File: src/rtl/lab3_mem_blocking_cache_base_ctrl.sv
// Control unit for a blocking, write-back, write-allocate cache of 16 lines x 16 B.
// Every output is registered: it is decoded from the next state and loaded together with it.
module lab3_mem_blocking_cache_base_ctrl (
    input  logic        clk_i,
    input  logic        rst_ni,

    input  logic        cachereq_val_i,
    output logic        cachereq_rdy_o,
    output logic        cacheresp_val_o,
    input  logic        cacheresp_rdy_i,
    output logic        memreq_val_o,
    input  logic        memreq_rdy_i,
    input  logic        memresp_val_i,
    output logic        memresp_rdy_o,

    output logic        cachereq_en_o,
    output logic        memresp_en_o,
    output logic        write_data_mux_sel_o,
    output logic        tag_array_ren_o,
    output logic        tag_array_wen_o,
    output logic        data_array_ren_o,
    output logic        data_array_wen_o,
    output logic [15:0] data_array_wben_o,
    output logic        read_data_reg_en_o,
    output logic        evict_addr_reg_en_o,
    output logic [1:0]  read_word_mux_sel_o,
    output logic        memreq_addr_mux_sel_o,
    output logic [2:0]  cacheresp_type_o,
    output logic [2:0]  memreq_type_o,
    output logic        hit_o,
    output logic        cacheresp_data_mux_sel_o,

    input  logic [2:0]  cachereq_type_i,
    input  logic [31:0] cachereq_addr_i,
    input  logic        tag_match_i,
    input  logic [3:0]  idx_i
);

    localparam logic [2:0] TYPE_READ  = 3'd0;
    localparam logic [2:0] TYPE_WRITE = 3'd1;
    localparam logic [2:0] TYPE_INIT  = 3'd2;

    typedef enum logic [3:0] {
        S_IDLE, S_TC, S_IN, S_RD, S_WD, S_EP, S_ER, S_EW, S_RR, S_RW, S_RU, S_W
    } state_t;

    typedef struct packed {
        logic        cachereq_rdy;
        logic        cachereq_en;
        logic        cacheresp_val;
        logic [2:0]  cacheresp_type;
        logic        cacheresp_data_mux_sel;
        logic [1:0]  read_word_mux_sel;
        logic        memreq_val;
        logic [2:0]  memreq_type;
        logic        memreq_addr_mux_sel;
        logic        memresp_rdy;
        logic        memresp_en;
        logic        tag_array_ren;
        logic        tag_array_wen;
        logic        data_array_ren;
        logic        data_array_wen;
        logic [15:0] data_array_wben;
        logic        write_data_mux_sel;
        logic        read_data_reg_en;
        logic        evict_addr_reg_en;
    } ctrl_t;

    function automatic ctrl_t idle_ctrl();
        ctrl_t c;
        c              = '0;
        c.cachereq_rdy = 1'b1;
        c.cachereq_en  = 1'b1;
        return c;
    endfunction

    state_t      state_q, state_d;
    ctrl_t       ctrl_q, ctrl_d;
    logic [15:0] valid_q, dirty_q;
    logic        hit_q, hit_d;

    logic        is_write, is_init, line_valid, line_dirty, line_hit;
    logic [15:0] word_wben;
    logic        unused_addr_bits;

    // Any type other than write or init behaves as a read.
    assign is_write   = (cachereq_type_i == TYPE_WRITE);
    assign is_init    = (cachereq_type_i == TYPE_INIT);
    assign line_valid = valid_q[idx_i];
    assign line_dirty = dirty_q[idx_i];
    assign line_hit   = line_valid & tag_match_i;
    assign word_wben  = 16'h000F << {cachereq_addr_i[3:2], 2'b00};

    assign unused_addr_bits = ^{cachereq_addr_i[31:4], cachereq_addr_i[1:0]};

    always_comb begin
        state_d = state_q;
        hit_d   = hit_q;
        case (state_q)
            S_IDLE: if (cachereq_val_i) state_d = S_TC;
            S_TC: begin
                hit_d = is_init ? 1'b0 : line_hit;
                if (is_init)                      state_d = S_IN;
                else if (line_hit)                state_d = is_write ? S_WD : S_RD;
                else if (line_valid & line_dirty) state_d = S_EP;
                else                              state_d = S_RR;
            end
            S_IN, S_RD, S_WD: state_d = S_W;
            S_EP: state_d = S_ER;
            S_ER: if (memreq_rdy_i)  state_d = S_EW;
            S_EW: if (memresp_val_i) state_d = S_RR;
            S_RR: if (memreq_rdy_i)  state_d = S_RW;
            S_RW: if (memresp_val_i) state_d = S_RU;
            S_RU: state_d = is_write ? S_WD : S_RD;
            S_W: begin
                if (cacheresp_rdy_i) begin
                    state_d = S_IDLE;
                    hit_d   = 1'b0;
                end
            end
            default: state_d = S_IDLE;
        endcase
    end

    // Decode the outputs that belong to the state being entered.
    always_comb begin
        ctrl_d = '0;
        case (state_d)
            S_IDLE: ctrl_d = idle_ctrl();
            S_TC:   ctrl_d.tag_array_ren = 1'b1;
            S_IN: begin
                ctrl_d.tag_array_wen   = 1'b1;
                ctrl_d.data_array_wen  = 1'b1;
                ctrl_d.data_array_wben = word_wben;
            end
            S_RD: begin
                ctrl_d.data_array_ren   = 1'b1;
                ctrl_d.read_data_reg_en = 1'b1;
            end
            S_WD: begin
                ctrl_d.data_array_wen  = 1'b1;
                ctrl_d.data_array_wben = word_wben;
            end
            S_EP: begin
                ctrl_d.data_array_ren    = 1'b1;
                ctrl_d.tag_array_ren     = 1'b1;
                ctrl_d.read_data_reg_en  = 1'b1;
                ctrl_d.evict_addr_reg_en = 1'b1;
            end
            S_ER: begin
                ctrl_d.memreq_val = 1'b1;
                ctrl_d.memreq_type = TYPE_WRITE;
            end
            S_EW: ctrl_d.memresp_rdy = 1'b1;
            S_RR: begin
                ctrl_d.memreq_val          = 1'b1;
                ctrl_d.memreq_type         = TYPE_READ;
                ctrl_d.memreq_addr_mux_sel = 1'b1;
            end
            S_RW: begin
                ctrl_d.memresp_rdy = 1'b1;
                ctrl_d.memresp_en  = 1'b1;
            end
            S_RU: begin
                ctrl_d.data_array_wen     = 1'b1;
                ctrl_d.data_array_wben    = 16'hFFFF;
                ctrl_d.write_data_mux_sel = 1'b1;
                ctrl_d.tag_array_wen      = 1'b1;
            end
            S_W: begin
                ctrl_d.cacheresp_val          = 1'b1;
                ctrl_d.cacheresp_type         = cachereq_type_i;
                ctrl_d.read_word_mux_sel      = cachereq_addr_i[3:2];
                ctrl_d.cacheresp_data_mux_sel = ~is_write & ~is_init;
            end
            default: ctrl_d = '0;
        endcase
    end

    always_ff @(posedge clk_i or negedge rst_ni) begin
        if (!rst_ni) begin
            state_q <= S_IDLE;
            ctrl_q  <= idle_ctrl();
            hit_q   <= 1'b0;
            valid_q <= '0;
            dirty_q <= '0;
        end else begin
            state_q <= state_d;
            ctrl_q  <= ctrl_d;
            hit_q   <= hit_d;
            case (state_q)
                S_IN, S_RU: begin
                    valid_q[idx_i] <= 1'b1;
                    dirty_q[idx_i] <= 1'b0;
                end
                S_WD:    dirty_q[idx_i] <= 1'b1;
                default: ;
            endcase
        end
    end

    assign cachereq_rdy_o           = ctrl_q.cachereq_rdy;
    assign cachereq_en_o            = ctrl_q.cachereq_en;
    assign cacheresp_val_o          = ctrl_q.cacheresp_val;
    assign cacheresp_type_o         = ctrl_q.cacheresp_type;
    assign cacheresp_data_mux_sel_o = ctrl_q.cacheresp_data_mux_sel;
    assign read_word_mux_sel_o      = ctrl_q.read_word_mux_sel;
    assign memreq_val_o             = ctrl_q.memreq_val;
    assign memreq_type_o            = ctrl_q.memreq_type;
    assign memreq_addr_mux_sel_o    = ctrl_q.memreq_addr_mux_sel;
    assign memresp_rdy_o            = ctrl_q.memresp_rdy;
    assign memresp_en_o             = ctrl_q.memresp_en;
    assign tag_array_ren_o          = ctrl_q.tag_array_ren;
    assign tag_array_wen_o          = ctrl_q.tag_array_wen;
    assign data_array_ren_o         = ctrl_q.data_array_ren;
    assign data_array_wen_o         = ctrl_q.data_array_wen;
    assign data_array_wben_o        = ctrl_q.data_array_wben;
    assign write_data_mux_sel_o     = ctrl_q.write_data_mux_sel;
    assign read_data_reg_en_o       = ctrl_q.read_data_reg_en;
    assign evict_addr_reg_en_o      = ctrl_q.evict_addr_reg_en;
    assign hit_o                    = hit_q;

endmodule

File: config.mk
export PLATFORM = sky130hd
export DESIGN_NAME = lab3_mem_blocking_cache_base_ctrl
export DESIGN_NICKNAME = d
export VERILOG_FILES = /design/src/rtl/lab3_mem_blocking_cache_base_ctrl.sv
export SDC_FILE = /design/constraint.sdc
export NUM_CORES = 1
export LEC_CHECK = 0
export CAP_MARGIN = 20
export CORE_AREA = 5 5 93 86
export DETAILED_ROUTE_END_ITERATION = 10
export DIE_AREA = 0 0 98 91
export PLACE_DENSITY = 0.76
export SYNTH_ARGS = -nofsm -noshare
export SYNTH_HDL_FRONTEND = slang
export SYNTH_SLANG_ARGS = --single-unit
File: constraint.sdc
create_clock -name clk_i -period 1.95 [get_ports clk_i]
set_clock_uncertainty 0.05 [all_clocks]
set_input_delay 0.39 -clock clk_i [delete_from_list [all_inputs] [get_ports clk_i]]
set_output_delay 0.39 -clock clk_i [all_outputs]
set_load 0.02 [all_outputs]
==> After elaboration in Yosys (flattened, before gate mapping) <==
Cells that the tools add are included.
{ "word_totals": {"register_bits": 75, "in_bits": 46, "output_inout_bits": 40, "word_cells": 105} }
{ "classes": {"order_cmp": 2, "n_eq_ne": 25, "n_shift": 1, "n_mux": 33, "bitwise": 9, "reduce_logical": 13} }
{ "ops": {"columns": ["op", "n"], "rows": [
  ["case mux 4 bit (10 select lines)", 1],
  ["2-to-1 mux 4 bit", 9],
  ["case mux 17 bit (2 select lines)", 1],
  ["equality test 4 x 3 -> 1 bit (second input constant)", 8],
  ["equality test 4 bit (second input constant)", 8],
  ["bitwise OR 16 bit", 2],
  ["case mux 16 bit (2 select lines)", 1],
  ["bitwise AND 16 bit", 1],
  ["equality test 4 x 2 -> 1 bit (second input constant)", 4],
  ["inverter 16 bit", 1],
  ["<< shifter 4 x 4 -> 16 bit (first input constant)", 1],
  ["2-to-1 mux 1 bit", 13],
  ["OR reduction 2 bit", 6],
  ["binary-select mux 1 bit (select 4 bit)", 2],
  ["equality test 4 x 1 -> 1 bit (second input constant)", 2],
  ["zero test 4 bit", 2],
  ["case mux 4 bit (2 select lines)", 1],
  ["2-to-1 mux 7 bit", 1],
  ["less-than comparator 4 x 5 -> 1 bit (second input constant)", 1],
  ["demux 1 bit (select 4 bit)", 1],
  [">= comparator 4 x 1 -> 1 bit (second input constant)", 1],
  ["nonzero test 2 bit", 2],
  ["bitwise AND 1 bit", 3],
  ["equality test 3 x 1 -> 1 bit (second input constant)", 1],
  ["other kinds (9)", 10]
]} }

==> Longest topological paths before layout <==
Gate-level depths: netlist of the first run.
{ "logic_depth": {"word_depth": 10, "depth_mapped": 10, "depth_no_buf": 7} }

==> Worst setup path before layout of the first run <==
Ideal clock, no wire load.
{ "synth_timing": {"path_kind": "input -> register", "from": "input cachereq_type_i[2]", "to": "register ctrl_q, in the netlist tag_array_ren_o", "setup_time_ns": 0.119, "arrival_time_ns": 2.025, "required_time_ns": 1.781, "setup_slack_ns": -0.244, "stages": 8, "n_path_buf": 1, "path_cell_list": "or3b_4 and4_4 a311o_1 a311oi_2 and2_4 inv_2 buf_6 and2_1"} }
{ "synth_rtl": {"columns": ["item", "line_no", "rtl"], "rows": [
  ["from (decl)", "33", "input logic [2:0] cachereq_type_i,"],
  ["to (signal assigned)", "183", "ctrl_q <= idle_ctrl();"],
  ["to (signal assigned)", "189", "ctrl_q <= ctrl_d;"],
  ["to (decl)", "78", "ctrl_t ctrl_q, ctrl_d;"]
]} }

==> impl_metrics.csv, run 1 <==
group,metric,value,unit
die,die-area,8920,sq um
synthesis,synth_area,2890,sq um
grt,grt_usage,17.8,%
worst_setup_path,path_max_fanout,6,
worst_setup_path,reg2reg_depth,7,
cells_and_area,final_nets,432,
timing,fmax,0.488,GHz
power_and_ir_drop,switching_share,37.2,%
detailed_routing,antenna_left,0,
die,die_h,91,um
cells_and_area,final_layout_size_suffix_gt1_share,36.1,%
clock_tree,cts_buffers,9,
place,port_buffers,53,
clock_tree,clock-sinks,60,
clock_tree,cts_tree,"done",
worst_setup_path,path_class,"primary input to flop",
clock_tree,h-tree-depth,3,
clock_tree,clkLatencyLatePin,340,ps
power_and_ir_drop,p_leak,1.96,nW
power_and_ir_drop,p_per_area,1380,nW/um^2
worst_setup_path,crit_path_start_kind,"primary input",
min_path,hold_path_class,"primary input to flop",
synthesis,synth_seq_area_share,52.0,%
power_and_ir_drop,power.total,5.98,mW
worst_setup_path,critPathRequiredTime,2120,ps
detailed_routing,routedWlPerCell,16.2,um
clock_tree,ctsLongestPathBuffers,2,
worst_setup_path,cp.arrival,2220,ps
power_and_ir_drop,p_int,3.75,mW
job,maxCapViolCount,0,
power_and_ir_drop,ir_drop,0.000583,V
synthesis,synth.avg_cell_area,10.7,sq um
timing,finalWorstSetupSlack,-100,ps
timing,hold_ws,344,ps
timing,drv_slew,0,
die,ios,86,
die,die-width,98,um
timing,fin_crit_sh,105,%
grt,grt_start_max_net_pins,42,
worst_setup_path,ff2ff_setup_slack,-90,ps
status,violations,"setup timing",
timing,setup_violations,12,
place,gp_congestion,0.976,
synthesis,ys_seq_elements,60,
place,pre_cts_ws,-795,ps
synthesis,synth-edff-count,0,
power_and_ir_drop,seqPwrFrac,30.6,%
die,rows,29,
detailed_routing,dr_total_vias,2539,
cells_and_area,antennaDiodeCount,0,
place,post-dp-hpwl,5.39,mm
synthesis,synth_cells,270,
timing,rsz0062_at_grt,"true",
die,initial_utilization,41.7,%
detailed_routing,route.detailed.drc,0,
cells_and_area,synthToLayoutAreaGrowth,49.6,%
worst_setup_path,r2r-start,"state_q[2]",
power_and_ir_drop,switching_power,2.23,mW
power_and_ir_drop,p_comb_share,51.5,%
detailed_routing,drtIter0Drc,130,
detailed_routing,first_pass_iters,4,
grt,gr-total-overflow,0,
synthesis,yosysUniqueCellTypes,43,
clock_tree,cts_root_buf,"clkbuf_8",
grt,antenna_found_initial,0,
grt,grt_pass1_wl,12.4,mm
status,outcome,"complete, but fails checks",
detailed_routing,drt_wl_total,7.85,mm
worst_setup_path,cp-end-kind,"flop",
timing,period_needed,2050,ps
min_path,hold_end,"cacheresp_type_o[2]",
synthesis,yosys_warnings,0,
grt,grt_pass1_vias,2538,
power_and_ir_drop,pwr-share-clk,17.9,%
die,fp.coreArea,6930,sq um
synthesis,ys.flop_type,"dfrtp_1",
worst_setup_path,r2r-end,"data_array_wen_o",
min_path,whs_path_depth,3,
min_path,hp-start,"cachereq_type_i[2]",
detailed_routing,vias_per_cell,5.25,
synthesis,async_reset_ff_share,100,%
clock_tree,clkTransAtPathRegs,60,ps
timing,finalHoldViolCount,0,
-- routing by layer --
layer	wire length [um]	global-route usage [%]	share of wire, %	vias to the layer above
li1	-	-	-	1164
met2	3660	27.2	47	92
met5	0	0	0	-
met1	3450	23.1	44	1265
met4	209	9.11	2.7	0
met3	526	5.06	6.7	18
-- cell usage after synthesis, types with 5 or more instances --
| cell type | instances | share of area, % |
|---|---|---|
| nor3_1 | 5 | 0.87 |
| nand2b_1 | 20 | 4.3 |
| nor3b_1 | 5 | 1.3 |
| buf_4 | 17 | 4.4 |
| a32o_1 | 6 | 2.1 |
| inv_1 | 6 | 0.78 |
| nor2_1 | 12 | 1.6 |
| nand3_1 | 10 | 1.7 |
| nand2_1 | 35 | 4.5 |
| dfrtp_1 | 59 | 51 |
| o21ai_0 | 13 | 2.3 |
| mux2i_1 | 9 | 3.1 |
| nor2b_1 | 14 | 3.0 |
| buf_2 | 5 | 0.87 |
| a21oi_1 | 5 | 0.87 |
| a211oi_1 | 5 | 1.3 |
| mux4_2 | 7 | 5.5 |
-- how the worst max path moves through the flow --
stage                                  start                    end  slack (ps)  cells after the start
after floorplan           cachereq_type_i[2]        tag_array_ren_o        -150                      8
after global placement    cachereq_type_i[0]  data_array_wben_o[11]        -720                      7
after detailed placement            idx_i[2]          cachereq_en_o        -790                      7
after CTS                               flop  data_array_wben_o[11]         -60                      6
after global routing                    flop          cachereq_en_o        -170                      6
final                     cachereq_type_i[1]       data_array_wen_o        -100                      8
-- worst max-delay path, cell delays in order --
cell     delay [ps]
buf_6            90
or3b_4          400
and4_4          170
a311o_1         380
buf_6           160
nor3_2          210
a32o_2          340
nor2_1           80
-- layout make-up --
class                      instances  area, sq um
tap                               93          116
fill                             528         2600
timing repair buffer             130         1140
clock buffer                      11          131
timing repair inverter             1         8.76
multi-input combinational        177         1340
clock inverter                     5         52.6
inverter                           7         33.8
sequential                        60         1500
-- what timing repair did --
| item | 4_1_cts | 5_1_grt |
|---|---|---|
| setup buffers | 8 | 2 |
| pin swaps | 17 | 6 |
| hold buffers | 1 | 0 |
| cloned | 1 | 0 |
| endpoints found under the setup margin | 18 | 18 |
| endpoints found under the hold margin | 18 | 0 |
| resized for setup | 49 | 16 |
-- through the flow --
step / utilization, % / setup TNS (ps) / instances / instance area [sq um]
after detailed placement: 55.9 / -12930 / 456 / 3880
after CTS: 61.3 / -224 / 482 / 4250
final: 62.4 / -717 / 484 / 4330
after global placement: 55.9 / -11900 / 456 / 3880
after floorplan: - / -1430 / 271 / 2910
after global routing: 62.4 / -1800 / 484 / 4330
-- power groups by stage --
stage               Clock [mW]  Combinational, mW  Sequential (mW)
floorplan                    0               1.34             1.96
global placement             0               2.44             1.83
detailed placement           0               2.48             1.85
CTS                       1.08               2.90             1.82
global route              1.14               3.27             1.86
finish                    1.07               3.08             1.83
-- kinds of logic (layout without fill, tap and decap cells) --
group	Yosys count	in the layout	share of synthesized area, %
AOI/OAI and AO/OA	44	44	10.9
buffers and inverters	34	154	7.10
DFF	60	60	52.0
muxes	16	16	8.57
other	1	2	0.130
and+or+nand+nor	115	115	21.3
-- cells in the final DEF (no fill, tap or decap), drive strengths merged, types with 3 or more instances in the layout --
cell / instances
buf: 80
dfrtp: 59
clkdlybuf4s50: 43
nand2: 35
nand2b: 20
nor2b: 14
o21ai: 13
nor2: 12
clkbuf: 11
nand3: 10
mux2i: 9
inv: 8
mux4: 7
a32o: 6
nor3b: 6
nor3: 6
a21oi: 5
a211oi: 5
and3: 4
a22o: 3
clkinv: 3
dlygate4sd2: 3
and2: 3
No activity file was read; power rests on OpenSTA's default activity.
==> inputs of run 2 (changes only) <==
Settings changed: CORE_AREA 5 5 93 86 to 5 5 87 81, DIE_AREA 0 0 98 91 to 0 0 92 86, PLACE_DENSITY 0.76 to 0.82.
Clock period 1.95 ns to 2.55 ns, I/O delays scaled along.
==> run 2 against run 1 <==
Effect of this change: the run now ends clean; highest routed layer unchanged; non-clock buffer count decreased by 39; flip-flop and latch count unchanged; routed wire length decreased by 6.3%; die area decreased by 11%; critical path depth increased by 1; cell area decreased by 9.5%; critical path type unchanged; setup slack improved by 160 ps.
==> impl_metrics.csv, run 2 (synthesis gave the netlist of run 1 again) <==
group,metric,value,unit
cells_and_area,synthToLayoutAreaGrowth,35.4,%
die,rows,27,
timing,finalWorstSetupSlack,63.9,ps
place,post-dp-hpwl,5.41,mm
grt,grt_usage,19.0,%
worst_setup_path,crit_path_start_kind,"primary input",
cells_and_area,seqCellArea,1500,sq um
detailed_routing,dr_total_vias,2371,
cells_and_area,stdcell_count,423,
place,dpl.cell_count,404,
power_and_ir_drop,p_leak,1.75,nW
cells_and_area,final_cell_mix,"dfrtp_1, clkdlybuf4s50_1, nand2_1, buf_4, nand2b_1",
worst_setup_path,critPathRequiredTime,2750,ps
place,pre_cts_ws,-438,ps
timing,fin_crit_sh,97.5,%
detailed_routing,drtIter0Drc,241,
clock_tree,cts_tree,"done",
die,die-width,92,um
cells_and_area,nFillCells,452,
detailed_routing,route.detailed.drc,0,
timing,setup_violations,0,
detailed_routing,vias_per_cell,5.61,
grt,gr-total-overflow,0,
cells_and_area,final_nets,392,
grt,grt_pass1_vias,2291,
die,die_h,86,um
clock_tree,cts_buffers,9,
grt,antenna_found_initial,0,
detailed_routing,drt_wl_total,7.36,mm
detailed_routing,first_pass_iters,4,
die,die-area,7910,sq um
die,initial_utilization,48.1,%
detailed_routing,antenna_left,0,
power_and_ir_drop,power.total,4.10,mW
worst_setup_path,cp.arrival,2680,ps
timing,hold_ws,129,ps
cells_and_area,final_layout_size_suffix_gt1_share,23.6,%
detailed_routing,routedWlPerCell,17.4,um
clock_tree,clkLatencyLatePin,340,ps
min_path,hold_path_class,"primary input to async pin",
timing,period_needed,2490,ps
clock_tree,ctsLongestPathBuffers,2,
clock_tree,clkTransAtPathRegs,70,ps
timing,finalHoldViolCount,0,
worst_setup_path,ff2ff_setup_slack,330,ps
clock_tree,cts_root_buf,"clkbuf_8",
timing,fmax,0.402,GHz
worst_setup_path,cp-end-kind,"flop",
cells_and_area,multi_input_area,1280,sq um
place,port_buffers,53,
job,maxCapViolCount,0,
cells_and_area,utilization,65.1,%
worst_setup_path,path_class,"primary input to flop",
timing,relSlewSlack,59.3,%
timing,tightestPinTransition,610,ps
power_and_ir_drop,p_per_area,1050,nW/um^2
power_and_ir_drop,ir_drop,0.000526,V
cells_and_area,mostFrequentLayoutCell,"dfrtp_1",
clock_tree,h-tree-depth,3,
grt,grt_start_max_net_pins,35,
clock_tree,clock-sinks,60,
cells_and_area,antennaDiodeCount,0,
timing,drv_slew,0,
die,fp.coreArea,6010,sq um
grt,grt_pass1_wl,11.7,mm
place,gp_congestion,0.896,
status,outcome,"complete, no violations",
die,ios,86,
worst_setup_path,path_max_fanout,11,
-- run 2: layer usage --
metal	share of wire (%)	global-route usage, %	vias to the layer above
li1	-	-	1086
met1	43	26.6	1187
met2	50	30.0	89
met3	6.6	4.39	9
met4	1.1	5.26	0
met5	0	0	-
-- run 2: worst max-delay path, stage by stage --
cell and delay (ps):
clkdlybuf4s50_1 510, buf_6 150, mux4_2 530, mux2i_2 220
mux2i_4 150, nand3_1 120, and2_4 190, inv_6 70
a211oi_2 210
-- run 2: area by class of cell --
class,count,area share (%)
Clock inverter,2,0.256
Multi-Input combinational cell,177,32.6
Clock buffer,14,4.16
Inverter,7,0.799
Tap cell,72,2.30
Sequential cell,60,38.4
Timing Repair Buffer,91,21.5
-- run 2: repair_timing --
item                                    CTS  global route
hold buffers                              0             0
resized for setup                         7            21
pin swaps                                 2             7
endpoints found under the setup margin   13            13
setup buffers                             0             3
-- run 2: per-stage QoR --
step | setup TNS (ps) | cell area, sq um
finish | 0 | 3910
detailed placement | -6160 | 3610
global route | -10.7 | 3910
CTS | -4.34 | 3800
floorplan | 0 | 2900
global placement | -5580 | 3610
-- run 2: worst paths after layout --
path | start | end | cells past startpoint
min in group clk_i | valid_q[9] | valid_q[9] | 1
worst min register to register | valid_q[9] | valid_q[9] | 1
max in group asynchronous | rst_ni | cachereq_en_o | 2
worst min-delay path | rst_ni | valid_q[12] | 1
worst max-delay path | idx_i[1] | data_array_wben_o[14] | 9
worst max register to register | state_q[0] | data_array_wben_o[14] | 7
-- run 2: power breakdown --
part	internal, mW	switching [mW]	total (mW)	leakage, nW
registers	1.24	0.170	1.41	0.784
clock network	0.404	0.350	0.754	0.0905
logic	0.917	1.02	1.93	0.879
total	2.56	1.54	4.10	1.75
==> inputs of run 3 (changes only) <==
Settings changed: CORE_AREA 5 5 87 81 to 5 5 89 83, DIE_AREA 0 0 92 86 to 0 0 94 88, PLACE_DENSITY 0.82 to 0.78.
Clock period 2.55 ns to 2.7 ns, I/O delays scaled along.
==> run 3 against run 2 <==
Effect of this change: routed wire length fell by 10%; die area increased by 4.6%; utilization decreased by 6.0 points; clock power fell by 7.2%; worst hold slack better by 61 ps; critical path type unchanged; largest cell class unchanged; largest power group unchanged.
==> impl_metrics.csv, run 3 (synthesis gave the netlist of run 1 again) <==
group,metric,value,unit
status,outcome,"complete, no violations",
worst_setup_path,crit_path_start_kind,"primary input",
clock_tree,cts_root_buf,"clkbuf_8",
grt,antenna_found_initial,0,
die,ios,86,
die,initial_utilization,45.3,%
detailed_routing,drt_wl_total,6.61,mm
clock_tree,post-cts-setup-buffer-count,0,
detailed_routing,dr_total_vias,2226,
worst_setup_path,critPathRequiredTime,2860,ps
cells_and_area,stdcell_count,429,
worst_setup_path,path_cells,"clkdlybuf4s50_1 -> or3b_4 -> and4_4 -> a311o_1 -> o41ai_1 -> a32o_2 -> a211oi_1",
worst_setup_path,path_max_fanout,6,
worst_setup_path,reg2reg_depth,7,
clock_tree,clock-sinks,60,
worst_setup_path,ff2ff_setup_slack,400,ps
place,dpl.cell_count,413,
timing,hold_ws,190,ps
grt,grt_pass1_vias,2177,
cells_and_area,mostFrequentLayoutCell,"dfrtp_1",
detailed_routing,antenna_left,0,
die,rows,28,
clock_tree,clkTransAtPathRegs,70,ps
cells_and_area,final_cell_mix,"dfrtp_1, clkdlybuf4s50_1, nand2_1, buf_4, nand2b_1",
cells_and_area,nFillCells,533,
clock_tree,clkLatencyLatePin,320,ps
die,die-area,8270,sq um
worst_setup_path,cp-end-kind,"flop",
power_and_ir_drop,power.total,3.66,mW
worst_setup_path,cp.arrival,2800,ps
timing,finalHoldViolCount,0,
power_and_ir_drop,p_leak,1.67,nW
worst_setup_path,path_class,"primary input to flop",
cells_and_area,antennaDiodeCount,0,
detailed_routing,first_pass_iters,4,
timing,rsz0062_at_grt,"true",
worst_setup_path,slowest_stage,"clkdlybuf4s50_1",
grt,grt_start_max_net_pins,29,
worst_setup_path,r2r-end,"data_array_wben_o[14]",
min_path,hold_path_class,"primary input to async pin",
clock_tree,cts_buffers,9,
place,gp_congestion,0.857,
power_and_ir_drop,ir_drop,0.000428,V
die,fp.coreArea,6380,sq um
cells_and_area,final_nets,380,
timing,fmax,0.378,GHz
place,port_buffers,53,
die,die-width,94,um
timing,tightestPinTransition,647,ps
cells_and_area,synthToLayoutAreaGrowth,30.3,%
grt,grt_pass1_wl,10.7,mm
timing,drv_slew,0,
worst_setup_path,r2r-start,"state_q[0]",
clock_tree,holdBufCountCts,0,
grt,gr-total-overflow,0,
clock_tree,cts_tree,"done",
cells_and_area,design_area,3770,sq um
detailed_routing,route.detailed.drc,0,
power_and_ir_drop,p_per_area,971,nW/um^2
worst_setup_path,cp_slowest_stage_delay,490,ps
die,die_h,88,um
timing,setup_tns,0,ps
timing,period_needed,2640,ps
detailed_routing,routedWlPerCell,15.4,um
detailed_routing,drtIter0Drc,180,
detailed_routing,vias_per_cell,5.19,
timing,relSlewSlack,56.8,%
place,post-dp-hpwl,5.06,mm
timing,setup_violations,0,
grt,grt_usage,16.8,%
place,placed_cell_area,3560,sq um
cells_and_area,final_layout_size_suffix_gt1_share,18.3,%
timing,fin_crit_sh,97.9,%
clock_tree,h-tree-depth,3,
job,maxCapViolCount,0,
clock_tree,ctsLongestPathBuffers,2,
==> run 3: cell types whose count changed in the layout (fill, tap and decap cells not counted), sizes merged <==
cell / delta
buf: -12
clkdlybuf4s50: +3
dlymetal6s2s: -2
dlygate4sd2: -1
==> run 3: through the flow <==
| step | util [%] | worst slack (ps) |
|---|---|---|
| floorplan | - | 356 |
| global placement | 55.9 | -305 |
| detailed placement | 55.9 | -345 |
| CTS | 58.7 | 15.3 |
| global route | 59.1 | -10.6 |
| finish | 59.1 | 55.9 |
==> run 3: area by class of cell <==
class,count,area (sq um),area share [%]
sequential,60,1500,39.9
clock buffer,14,163,4.32
clock inverter,2,10.0,0.266
timing repair buffer,79,738,19.6
tap,90,113,2.99
multi-input combinational,177,1210,32.2
inverter,7,26.3,0.697
==> run 3: worst max-delay path by stage <==
stage | start | end | cells after the start | slack, ps
floorplan | cachereq_type_i[2] | tag_array_ren_o | 8 | 360
global placement | idx_i[2] | evict_addr_reg_en_o | 8 | -310
detailed placement | cachereq_type_i[0] | cachereq_en_o | 8 | -350
CTS | cachereq_type_i[0] | data_array_wben_o[7] | 7 | 20
global route | cachereq_type_i[0] | data_array_wben_o[11] | 8 | -10
finish | cachereq_type_i[0] | data_array_wben_o[14] | 7 | 60
==> run 3: power breakdown <==
part | switching (mW) | internal [mW]
Clock | 0.319 | 0.381
Sequential | 0.144 | 1.17
Combinational | 0.870 | 0.771
Total | 1.33 | 2.32
==> run 3: what timing repair did <==
item	CTS	global route
setup endpoints to repair	2	14
resized for setup	1	8
pin swaps	0	0
==> run 3: critical path: cells and delay by family <==
kind / cells / cell delay, ps
buf+inv: 1 / 490
simple gates: 2 / 590
compound gates: 4 / 1160
==> run 3: layer usage <==
metal	part of all wire, %	vias to the layer above	global-route usage [%]
li1	-	1068	-
met1	46	1085	23.2
met2	48	65	26.8
met3	5.1	8	2.41
met4	1.3	0	7.09
met5	0	-	0
